### src/rtl/hazard_pkg.sv
// Shared types and constants for the pipeline hazard unit.
package hazard_pkg;

    localparam int unsigned REG_W = 5;
    localparam int unsigned FWD_W_BITS = 2;

    typedef enum logic [1:0] {
        RUN      = 2'd0,
        DIV_WAIT = 2'd1,
        DIV_DONE = 2'd2
    } div_state_e;

    localparam logic [FWD_W_BITS-1:0] FWD_RF = 2'b00;
    localparam logic [FWD_W_BITS-1:0] FWD_W  = 2'b01;
    localparam logic [FWD_W_BITS-1:0] FWD_M  = 2'b10;

    // Register match that never fires on $0.
    function automatic logic reg_hit(input logic [REG_W-1:0] a, input logic [REG_W-1:0] b);
        return (a != '0) && (a == b);
    endfunction

endpackage

### src/rtl/hazard_if.sv
// Pipeline control bundle between the datapath/controller and the hazard unit.
interface hazard_if;
    import hazard_pkg::*;

    logic [REG_W-1:0] rsD, rtD, rsE, rtE, writeregE, writeregM, writeregW;
    logic branchD;
    logic regwriteE, memtoregE, hiloreadE, divE;
    logic regwriteM, memtoregM, memreadM, memwriteM, hilowriteM, mem_ready;
    logic regwriteW, hilowriteW;

    logic stallF, stallD, stallE, stallM, stallW, flushE;
    logic forwardaD, forwardbD;
    logic [FWD_W_BITS-1:0] forwardaE, forwardbE, forwardhiloE;
    logic div_start, div_busy;

    modport master (
        output rsD, rtD, branchD, rsE, rtE, writeregE, regwriteE, memtoregE, hiloreadE, divE,
               writeregM, regwriteM, memtoregM, memreadM, memwriteM, hilowriteM, mem_ready,
               writeregW, regwriteW, hilowriteW,
        input  stallF, stallD, stallE, stallM, stallW, flushE, forwardaD, forwardbD,
               forwardaE, forwardbE, forwardhiloE, div_start, div_busy
    );

    modport slave (
        input  rsD, rtD, branchD, rsE, rtE, writeregE, regwriteE, memtoregE, hiloreadE, divE,
               writeregM, regwriteM, memtoregM, memreadM, memwriteM, hilowriteM, mem_ready,
               writeregW, regwriteW, hilowriteW,
        output stallF, stallD, stallE, stallM, stallW, flushE, forwardaD, forwardbD,
               forwardaE, forwardbE, forwardhiloE, div_start, div_busy
    );

endinterface

### src/rtl/div_stall_fsm.sv
// Fixed-latency divide wait FSM: launches the external divider and freezes the pipe until it finishes.
module div_stall_fsm
    import hazard_pkg::*;
#(
    parameter int unsigned DIV_CYCLES = 36
) (
    input  logic clk,
    input  logic rst,
    input  logic div_e,
    input  logic memstall,
    output logic div_start,
    output logic div_busy,
    output logic divstall
);

    localparam int unsigned CNT_W = $clog2(DIV_CYCLES);

    div_state_e       state_q, state_d;
    logic [CNT_W-1:0] cnt_q, cnt_d;

    always_ff @(posedge clk or negedge rst) begin
        if (!rst) begin
            state_q <= RUN;
            cnt_q   <= '0;
        end else begin
            state_q <= state_d;
            cnt_q   <= cnt_d;
        end
    end

    // Wait phase is DIV_CYCLES-1 cycles so launch + wait equals the divider latency.
    always_comb begin
        state_d   = state_q;
        cnt_d     = cnt_q;
        div_start = 1'b0;
        case (state_q)
            RUN: begin
                if (div_e) begin
                    div_start = 1'b1;
                    state_d   = DIV_WAIT;
                    cnt_d     = CNT_W'(DIV_CYCLES - 1);
                end
            end
            DIV_WAIT: begin
                cnt_d = cnt_q - CNT_W'(1);
                if (cnt_d == '0) state_d = DIV_DONE;
            end
            DIV_DONE: begin
                // Hold here while the finished divide is still frozen in E.
                if (!memstall) state_d = RUN;
            end
            default: begin
                state_d = RUN;
                cnt_d   = '0;
            end
        endcase
        div_busy = (state_q != RUN);
        divstall = (state_q == DIV_WAIT) || div_start;
    end

endmodule

### src/rtl/hazard_unit.sv
// Stall, flush and forwarding control for the 5-stage MIPS pipeline.
module hazard_unit
    import hazard_pkg::*;
#(
    parameter int unsigned DIV_CYCLES = 36
) (
    input logic     clk,
    input logic     rst,
    hazard_if.slave hif
);

    logic lwstall, branchstall, memstall, divstall, freeze, div_start, div_busy;
    logic [FWD_W_BITS-1:0] fwd_a_e, fwd_b_e, fwd_hilo_e;

    div_stall_fsm #(.DIV_CYCLES(DIV_CYCLES)) u_div (
        .clk       (clk),
        .rst       (rst),
        .div_e     (hif.divE),
        .memstall  (memstall),
        .div_start (div_start),
        .div_busy  (div_busy),
        .divstall  (divstall)
    );

    // Forwarding selects; M is the younger producer and wins over W.
    always_comb begin
        fwd_a_e = FWD_RF;
        fwd_b_e = FWD_RF;
        if (hif.regwriteM && reg_hit(hif.writeregM, hif.rsE))      fwd_a_e = FWD_M;
        else if (hif.regwriteW && reg_hit(hif.writeregW, hif.rsE)) fwd_a_e = FWD_W;
        if (hif.regwriteM && reg_hit(hif.writeregM, hif.rtE))      fwd_b_e = FWD_M;
        else if (hif.regwriteW && reg_hit(hif.writeregW, hif.rtE)) fwd_b_e = FWD_W;
        fwd_hilo_e = FWD_RF;
        if (hif.hiloreadE) begin
            if (hif.hilowriteM)      fwd_hilo_e = FWD_M;
            else if (hif.hilowriteW) fwd_hilo_e = FWD_W;
        end
    end

    always_comb begin
        lwstall     = hif.memtoregE &&
                      (reg_hit(hif.writeregE, hif.rsD) || reg_hit(hif.writeregE, hif.rtD));
        branchstall = hif.branchD &&
                      ((hif.regwriteE &&
                        (reg_hit(hif.writeregE, hif.rsD) || reg_hit(hif.writeregE, hif.rtD))) ||
                       (hif.memtoregM &&
                        (reg_hit(hif.writeregM, hif.rsD) || reg_hit(hif.writeregM, hif.rtD))));
        memstall    = (hif.memreadM || hif.memwriteM) && !hif.mem_ready;
        // Memory and divide waits freeze every stage; no bubble is needed.
        freeze      = memstall || divstall;
    end

    assign hif.stallF       = lwstall || branchstall || freeze;
    assign hif.stallD       = lwstall || branchstall || freeze;
    assign hif.stallE       = freeze;
    assign hif.stallM       = freeze;
    assign hif.stallW       = freeze;
    assign hif.flushE       = (lwstall || branchstall) && !freeze;
    assign hif.forwardaD    = hif.regwriteM && reg_hit(hif.writeregM, hif.rsD);
    assign hif.forwardbD    = hif.regwriteM && reg_hit(hif.writeregM, hif.rtD);
    assign hif.forwardaE    = fwd_a_e;
    assign hif.forwardbE    = fwd_b_e;
    assign hif.forwardhiloE = fwd_hilo_e;
    assign hif.div_start    = div_start;
    assign hif.div_busy     = div_busy;

endmodule

### src/flat_wrapper.sv
// flat-port wrapper written by rule: the top's interface ports become plain ports
module hazard_unit_flat import hazard_pkg::*;
#(
    parameter int unsigned DIV_CYCLES = 36
)
  (clk, rst, hif_rsD, hif_rtD, hif_branchD, hif_rsE, hif_rtE, hif_writeregE, hif_regwriteE, hif_memtoregE, hif_hiloreadE, hif_divE, hif_writeregM, hif_regwriteM, hif_memtoregM, hif_memreadM, hif_memwriteM, hif_hilowriteM, hif_mem_ready, hif_writeregW, hif_regwriteW, hif_hilowriteW, hif_stallF, hif_stallD, hif_stallE, hif_stallM, hif_stallW, hif_flushE, hif_forwardaD, hif_forwardbD, hif_forwardaE, hif_forwardbE, hif_forwardhiloE, hif_div_start, hif_div_busy);
  hazard_if hif_i ();
  input logic clk;
  input logic rst;
  input wire logic [$bits(hif_i.rsD)-1:0] hif_rsD;
  input wire logic [$bits(hif_i.rtD)-1:0] hif_rtD;
  input wire logic [$bits(hif_i.branchD)-1:0] hif_branchD;
  input wire logic [$bits(hif_i.rsE)-1:0] hif_rsE;
  input wire logic [$bits(hif_i.rtE)-1:0] hif_rtE;
  input wire logic [$bits(hif_i.writeregE)-1:0] hif_writeregE;
  input wire logic [$bits(hif_i.regwriteE)-1:0] hif_regwriteE;
  input wire logic [$bits(hif_i.memtoregE)-1:0] hif_memtoregE;
  input wire logic [$bits(hif_i.hiloreadE)-1:0] hif_hiloreadE;
  input wire logic [$bits(hif_i.divE)-1:0] hif_divE;
  input wire logic [$bits(hif_i.writeregM)-1:0] hif_writeregM;
  input wire logic [$bits(hif_i.regwriteM)-1:0] hif_regwriteM;
  input wire logic [$bits(hif_i.memtoregM)-1:0] hif_memtoregM;
  input wire logic [$bits(hif_i.memreadM)-1:0] hif_memreadM;
  input wire logic [$bits(hif_i.memwriteM)-1:0] hif_memwriteM;
  input wire logic [$bits(hif_i.hilowriteM)-1:0] hif_hilowriteM;
  input wire logic [$bits(hif_i.mem_ready)-1:0] hif_mem_ready;
  input wire logic [$bits(hif_i.writeregW)-1:0] hif_writeregW;
  input wire logic [$bits(hif_i.regwriteW)-1:0] hif_regwriteW;
  input wire logic [$bits(hif_i.hilowriteW)-1:0] hif_hilowriteW;
  output wire logic [$bits(hif_i.stallF)-1:0] hif_stallF;
  output wire logic [$bits(hif_i.stallD)-1:0] hif_stallD;
  output wire logic [$bits(hif_i.stallE)-1:0] hif_stallE;
  output wire logic [$bits(hif_i.stallM)-1:0] hif_stallM;
  output wire logic [$bits(hif_i.stallW)-1:0] hif_stallW;
  output wire logic [$bits(hif_i.flushE)-1:0] hif_flushE;
  output wire logic [$bits(hif_i.forwardaD)-1:0] hif_forwardaD;
  output wire logic [$bits(hif_i.forwardbD)-1:0] hif_forwardbD;
  output wire logic [$bits(hif_i.forwardaE)-1:0] hif_forwardaE;
  output wire logic [$bits(hif_i.forwardbE)-1:0] hif_forwardbE;
  output wire logic [$bits(hif_i.forwardhiloE)-1:0] hif_forwardhiloE;
  output wire logic [$bits(hif_i.div_start)-1:0] hif_div_start;
  output wire logic [$bits(hif_i.div_busy)-1:0] hif_div_busy;
  assign hif_i.rsD = hif_rsD;
  assign hif_i.rtD = hif_rtD;
  assign hif_i.branchD = hif_branchD;
  assign hif_i.rsE = hif_rsE;
  assign hif_i.rtE = hif_rtE;
  assign hif_i.writeregE = hif_writeregE;
  assign hif_i.regwriteE = hif_regwriteE;
  assign hif_i.memtoregE = hif_memtoregE;
  assign hif_i.hiloreadE = hif_hiloreadE;
  assign hif_i.divE = hif_divE;
  assign hif_i.writeregM = hif_writeregM;
  assign hif_i.regwriteM = hif_regwriteM;
  assign hif_i.memtoregM = hif_memtoregM;
  assign hif_i.memreadM = hif_memreadM;
  assign hif_i.memwriteM = hif_memwriteM;
  assign hif_i.hilowriteM = hif_hilowriteM;
  assign hif_i.mem_ready = hif_mem_ready;
  assign hif_i.writeregW = hif_writeregW;
  assign hif_i.regwriteW = hif_regwriteW;
  assign hif_i.hilowriteW = hif_hilowriteW;
  assign hif_stallF = hif_i.stallF;
  assign hif_stallD = hif_i.stallD;
  assign hif_stallE = hif_i.stallE;
  assign hif_stallM = hif_i.stallM;
  assign hif_stallW = hif_i.stallW;
  assign hif_flushE = hif_i.flushE;
  assign hif_forwardaD = hif_i.forwardaD;
  assign hif_forwardbD = hif_i.forwardbD;
  assign hif_forwardaE = hif_i.forwardaE;
  assign hif_forwardbE = hif_i.forwardbE;
  assign hif_forwardhiloE = hif_i.forwardhiloE;
  assign hif_div_start = hif_i.div_start;
  assign hif_div_busy = hif_i.div_busy;
  hazard_unit #(.DIV_CYCLES(DIV_CYCLES)) u_core (.clk(clk), .rst(rst), .hif(hif_i));
endmodule
### config.mk
export PLATFORM = sky130hd
export DESIGN_NAME = hazard_unit_flat
export DESIGN_NICKNAME = d
export VERILOG_FILES = /design/src/rtl/hazard_pkg.sv /design/src/rtl/hazard_if.sv /design/src/rtl/div_stall_fsm.sv /design/src/rtl/hazard_unit.sv /design/src/flat_wrapper.sv
export SDC_FILE = /design/constraint.sdc
export NUM_CORES = 1
export LEC_CHECK = 0
export CORE_MARGIN = 2
export CORE_UTILIZATION = 33
export DETAILED_ROUTE_END_ITERATION = 10
export PLACE_DENSITY = 0.76
export REMOVE_ABC_BUFFERS = 1
export SYNTH_ARGS = -nofsm -noshare
export SYNTH_HDL_FRONTEND = slang
export SYNTH_SLANG_ARGS = --single-unit
### constraint.sdc
create_clock -name clk -period 1.3 [get_ports clk]
set_input_delay 0.13 -clock clk [delete_from_list [all_inputs] [get_ports clk]]
set_output_delay 0.13 -clock clk [all_outputs]
set_load 0.05 [all_outputs]
; Word level (Yosys, flattened, before mapping)
; Cells that the tools add are included.
[classes]
mux = 15
mul = 0
n_div = 0
add_sub_neg = 1
eq_ne = 13
n_reduce_logical = 38
n_bitwise = 1
magnitude_cmp = 0
shift = 0
[op_table]
columns = cell, count
row1 = $eq A5 B5 Y1, 8
row2 = $logic_and A1 B1 Y1, 20
row3 = $pmux W6 S3, 1
row4 = $reduce_bool A5 Y1, 3
row5 = $mux W2, 7
row6 = $logic_or A1 B1 Y1, 8
row7 = $logic_not A6 Y1, 1
row8 = $mux W6, 1
row9 = $ne A2 B2 Y1 const B, 3
row10 = $pmux W2 S3, 1
row11 = $sub A6 B1 Y6 const B, 1
row12 = $mux W1, 5
row13 = $reduce_and A3 Y1, 1
row14 = $eq A2 B1 Y1 const B, 1
row15 = $eq A2 B2 Y1 const B, 1
row16 = $logic_not A1 Y1, 2
row17 = $logic_not A2 Y1, 1
row18 = $reduce_and A2 Y1, 1
row19 = $reduce_bool A2 Y1, 1
row20 = $not A1 Y1, 1
[totals]
latchBits = 0
word_cells = 70
mem_bits_ro = 0
mem_count = 0
input_bits = 50
ram_bits = 0
reg_bits = 8
output_inout_bits = 16

; Logic depth before layout (Yosys ltp)
[depth]
word_depth = 8
mapped_depth = 7
depth_no_buf = 5

; By module
; From an unflattened synthesis, not the netlist that was laid out.
[hier_totals]
cells_unflattened = 130
hier_area_um2 = 1056.0
[by_module_without_submodules]
columns = mod, n_inst, seq_area_each_um2, area_per_inst_um2, cells_each
row1 = hazard_unit, 1, 0.0, 614.3, 87
row2 = div_stall_fsm, 1, 200.2, 441.7, 43

; Least setup slack after synthesis
; OpenSTA, ideal clock, no wires.
[synth_path]
path_type = input to output
start = input hif_writeregM[2]
end = output hif_forwardaE[0]
t_arrival_ns = 2.654
required_ns = 1.170
path_stages = 6
path_buffers = 1
slack_ns = -1.484
path_cell_list = buf_2 nor2_1 nand2_1 nand2_1 nor4_1 nor4_2
[synth_between]
elab_chain_len = 4
word_cells_on_any_way = 5
classes_between = eq/ne: 1 / mux: 1 / reduce/logical: 3
[synth_lines]
columns = element, line_no
row1 = from (decl), flat_wrapper.sv:20  ; input wire logic [$bits(hif_i.writeregM)-1:0] hif_writeregM;
row2 = $eq A5 B5 Y1 / $reduce_bool A5 Y1 (equally long branches), hazard_pkg.sv:19  ; return (a != '0) && (a == b);
row3 = $logic_and A1 B1 Y1 (*), hazard_pkg.sv:19
row4 = $logic_and A1 B1 Y1 (*), hazard_unit.sv:29  ; if (hif.regwriteM && reg_hit(hif.writeregM, hif.rsE)) fwd_a_e = FWD_M;
row5 = $mux W2 (*), hazard_unit.sv:29
row6 = to (decl), flat_wrapper.sv:38  ; output wire logic [$bits(hif_i.forwardaE)-1:0] hif_forwardaE;
; Every way passes the cells marked *; elsewhere a longest branch is shown, timed or not.

; Worst setup path in the final report
[layout_path]
start = register u_core.u_div.state_q[0]
end = output hif_stallF
[layout_between]
elab_chain_len = 5
word_cells_on_any_way = 6
classes_between = eq/ne: 1 / mux: 1 / reduce/logical: 4
[layout_lines]
columns = element, line_no
row1 = from (decl), div_stall_fsm.sv:18  ; div_state_e state_q, state_d;
row2 = from (signal assigned), div_stall_fsm.sv:26  ; state_q <= state_d;
row3 = $logic_not A2 Y1, div_stall_fsm.sv:36  ; case (state_q)
row4 = $mux W1, div_stall_fsm.sv:36
row5 = $logic_or A1 B1 Y1 (*), div_stall_fsm.sv:58  ; divstall = (state_q == DIV_WAIT) || div_start;
row6 = $logic_or A1 B1 Y1 (*), hazard_unit.sv:50  ; freeze = memstall || divstall;
row7 = $logic_or A1 B1 Y1 (*), hazard_unit.sv:53  ; assign hif.stallF = lwstall || branchstall || freeze;
row8 = to (decl), flat_wrapper.sv:30  ; output wire logic [$bits(hif_i.stallF)-1:0] hif_stallF;
; Marks and branches as above.

==> results.json <==
{
  "drv_cap": 0,
  "status": "complete, but fails checks",
  "antenna_found_initial": 0,
  "htreeDepth": 1,
  "layoutNonFillerInstCount": 286,
  "crit_start": "u_core.u_div.state_q[0]",
  "synth.cell_area_um2": 1049,
  "swShare_pct": 45.47,
  "p_comb_share_pct": 78.2,
  "seq_power_share_pct": 15.3,
  "synth_cells": 132,
  "worstSetupPathType": "flip-flop to output pin",
  "synth_edf_count": 0,
  "synth_cell_type_count": 30,
  "fp.dieH_um": 60.37,
  "first_pass_iters": 4,
  "grt_pass1_vias": 1435,
  "violations": "setup timing",
  "ys_ff_latch": 8,
  "timing.fmax_ghz": 0.6130,
  "hp-class": "primary input to async pin",
  "p_per_area_nw_per_um2": 1324,
  "fin_skew_ps": 4.800,
  "hold_viol": 0,
  "grt_use_total_pct": 25.95,
  "cts_root_buffer": "clkbuf_4",
  "core_um2": 3028,
  "start_kind": "flip-flop",
  "place.port_buffers": 65,
  "grt_start_max_net_pins": 11,
  "synth_ff_type": "dfrtp_1",
  "slew_violations": 0,
  "start_util_pct": 34.63,
  "drc": 0,
  "drtIter0Drc": 36,
  "cts_buffers": 3,
  "whs_ps": 133.6,
  "max_slew_margin_pct": 73.54,
  "p_leak_uw": 0.001129,
  "synth.area.top_cells": "xor2_1 19%, dfrtp_1 19%, xnor2_1 17%, buf_4 5.0%, nor2_1 3.9%",
  "post_drt_wl_per_cell_um": 18.94,
  "finalSetupViolCount": 16,
  "drive_gt1_share_pct": 59.09,
  "ir_worst_vdd_mv": 1.104,
  "place_worst_setup_slack_ps": -678.9,
  "std_cell_rows": 20,
  "fin_ws_ps": -331.3,
  "cp_max_fo": 3,
  "total_power_uw": 3483,
  "cellInternalPower_uw": 1899,
  "die_area_um2": 3644,
  "worst_r2r_startpoint": "u_core.u_div.cnt_q[1]",
  "r2r_cells": 5,
  "ys_seq_area_share_pct": 19.09,
  "rsz0062_at_grt": "true",
  "ant_nets": 0,
  "routabilityCongestion": 0.9169,
  "fin_crit_ps": 1631,
  "syn_to_final_growth_pct": 150.8,
  "place_hpwl_um": 3136,
  "switchingPower_uw": 1584,
  "wirelength_um": 5418,
  "cp.arrival_ps": 1500,
  "vias_per_cell": 5.084,
  "cp.required_ps": 1170,
  "ys.warnings.count": 0,
  "post-place-cells": 269,
  "grt_pass1_wl_um": 6844,
  "async_flop_share_pct": 100.0,
  "pin_count": 66,
  "setup-tns-final_ps": -3102,
  "vias": 1454,
  "p_clk_share_pct": 6.5,
  "worst_pin_slew_ps": 395.7,
  "clk_transition_reported_paths_ps": 70,
  "clock_sinks": 8,
  "synth_area_leader_cell": "xor2_1",
  "postSynthAreaPerCell_um2": 7.943,
  "cts_tree": "yes",
  "grt_overflow": 0,
  "crit_path_end_kind": "output pin",
  "synth_top_area_share_pct": 19.21,
  "antenna_cells": 0,
  "finalCritPeriodShare_pct": 125.5,
  "die_w_um": 60.37,
  "clock_latency_ps": 280,
  "finalNetCount": 296,
  "clk_path_buf_depth": 2
}
cell usage in the layout (no fill, tap or decap), types with 2 or more instances in the layout:
cell type and count:
dlygate4sd2_1 9, clkbuf_4 3, clkdlybuf4s50_1 12, nand3_2 2
xor2_1 19, xnor2_2 8, or2_4 2, clkbuf_2 5
inv_1 2, nor3_4 2, buf_8 4, a21oi_1 3
nor2b_4 2, nor2_1 10, xnor2_4 3, nand2_1 7
nand3_1 4, o22ai_1 3, o22ai_2 2, or4_4 3
buf_4 37, xnor2_1 9, o21ai_2 3, buf_6 22
nor4_4 3, xor2_2 4, dfrtp_1 8, nor3_2 4
buf_12 15, clkdlybuf4s15_1 5, buf_2 6
through the flow:
step                      utilization [%]  instance area (um^2)
after floorplan                         -                 987.2
after global placement              69.96                  2118
after detailed placement            69.96                  2118
after CTS                           79.05                  2394
after global routing                86.86                  2630
final                               86.86                  2630
power groups by stage:
stage / clock network (uW) / registers [uW] / logic [uW]
final: 227 / 534 / 2720
after global routing: 232 / 541 / 2840
after CTS: 202 / 490 / 2300
after detailed placement: 0 / 474 / 1870
after global placement: 0 / 459 / 1830
after floorplan: 0 / 492 / 898
cell families (layout without fill, tap and decap cells):
kind of cell / after synthesis / count (layout) / share of synthesized area (%)
AND/OR/NAND/NOR: 49 / 49 / 24.70
XOR/XNOR: 43 / 43 / 35.92
AO/OA/AOI/OAI: 17 / 17 / 10.02
buffers and inverters: 12 / 122 / 6.920
flip-flops: 8 / 8 / 19.09
adder cells (fa/ha/maj): 2 / 2 / 2.386
multiplexers: 1 / 1 / 0.9547
synth_stat cells (all sizes together), types with 4 or more instances:
cell,instances
a21oi,4
buf,8
dfrtp,8
nand2,9
nand3,6
nor2,11
nor3,7
nor4,4
o21ai,4
o22ai,5
xnor2,20
xor2,23
flip-flops by register name, summed over array words and instances, names as in the netlist:
| register | cells |
|---|---|
| u_core.u_div.state_q | 2 |
| u_core.u_div.cnt_q | 6 |
worst max-delay path, cell delays in order (launching register included):
cell and delay (ps):
dfrtp_1 440, o21bai_4 190, o21ai_2 90, nand3b_1 280, buf_12 220
final timing paths:
| check | endpoint | slack, ps |
|---|---|---|
| setup / recovery | hif_stallF | -330 |
| hold / removal | u_core.u_div.cnt_q[3] | 130 |
| setup reg to reg | u_core.u_div.state_q[0] | -180 |
| hold reg to reg | u_core.u_div.cnt_q[0] | 630 |
| max in group asynchronous | u_core.u_div.state_q[0] | 880 |
| min in group clk | u_core.u_div.cnt_q[0] | 590 |
layer usage:
metal,up-vias,global-route usage [%],wire length [um]
li1,667,-,-
met1,706,26.18,1947
met2,63,50.47,3070
met3,18,5.330,202
met4,0,11.75,197
met5,-,0,0
final cells by class:
type                       count  area, um^2
timing repair buffer         116        1201
multi-input combinational    112        1140
tap                           44       55.05
inverter                       3       11.26
fill                         137       397.9
clock buffer                   3       22.52
sequential                     8       200.2
what timing repair did:
item	in CTS	in global routing
hold buffers	0	0
setup buffers	6	11
gates resized for setup	149	60
pin swaps	31	31
endpoints found under the hold margin	0	0
endpoints found under the setup margin	17	17
Note: power is estimated with default switching activity, not from simulation.
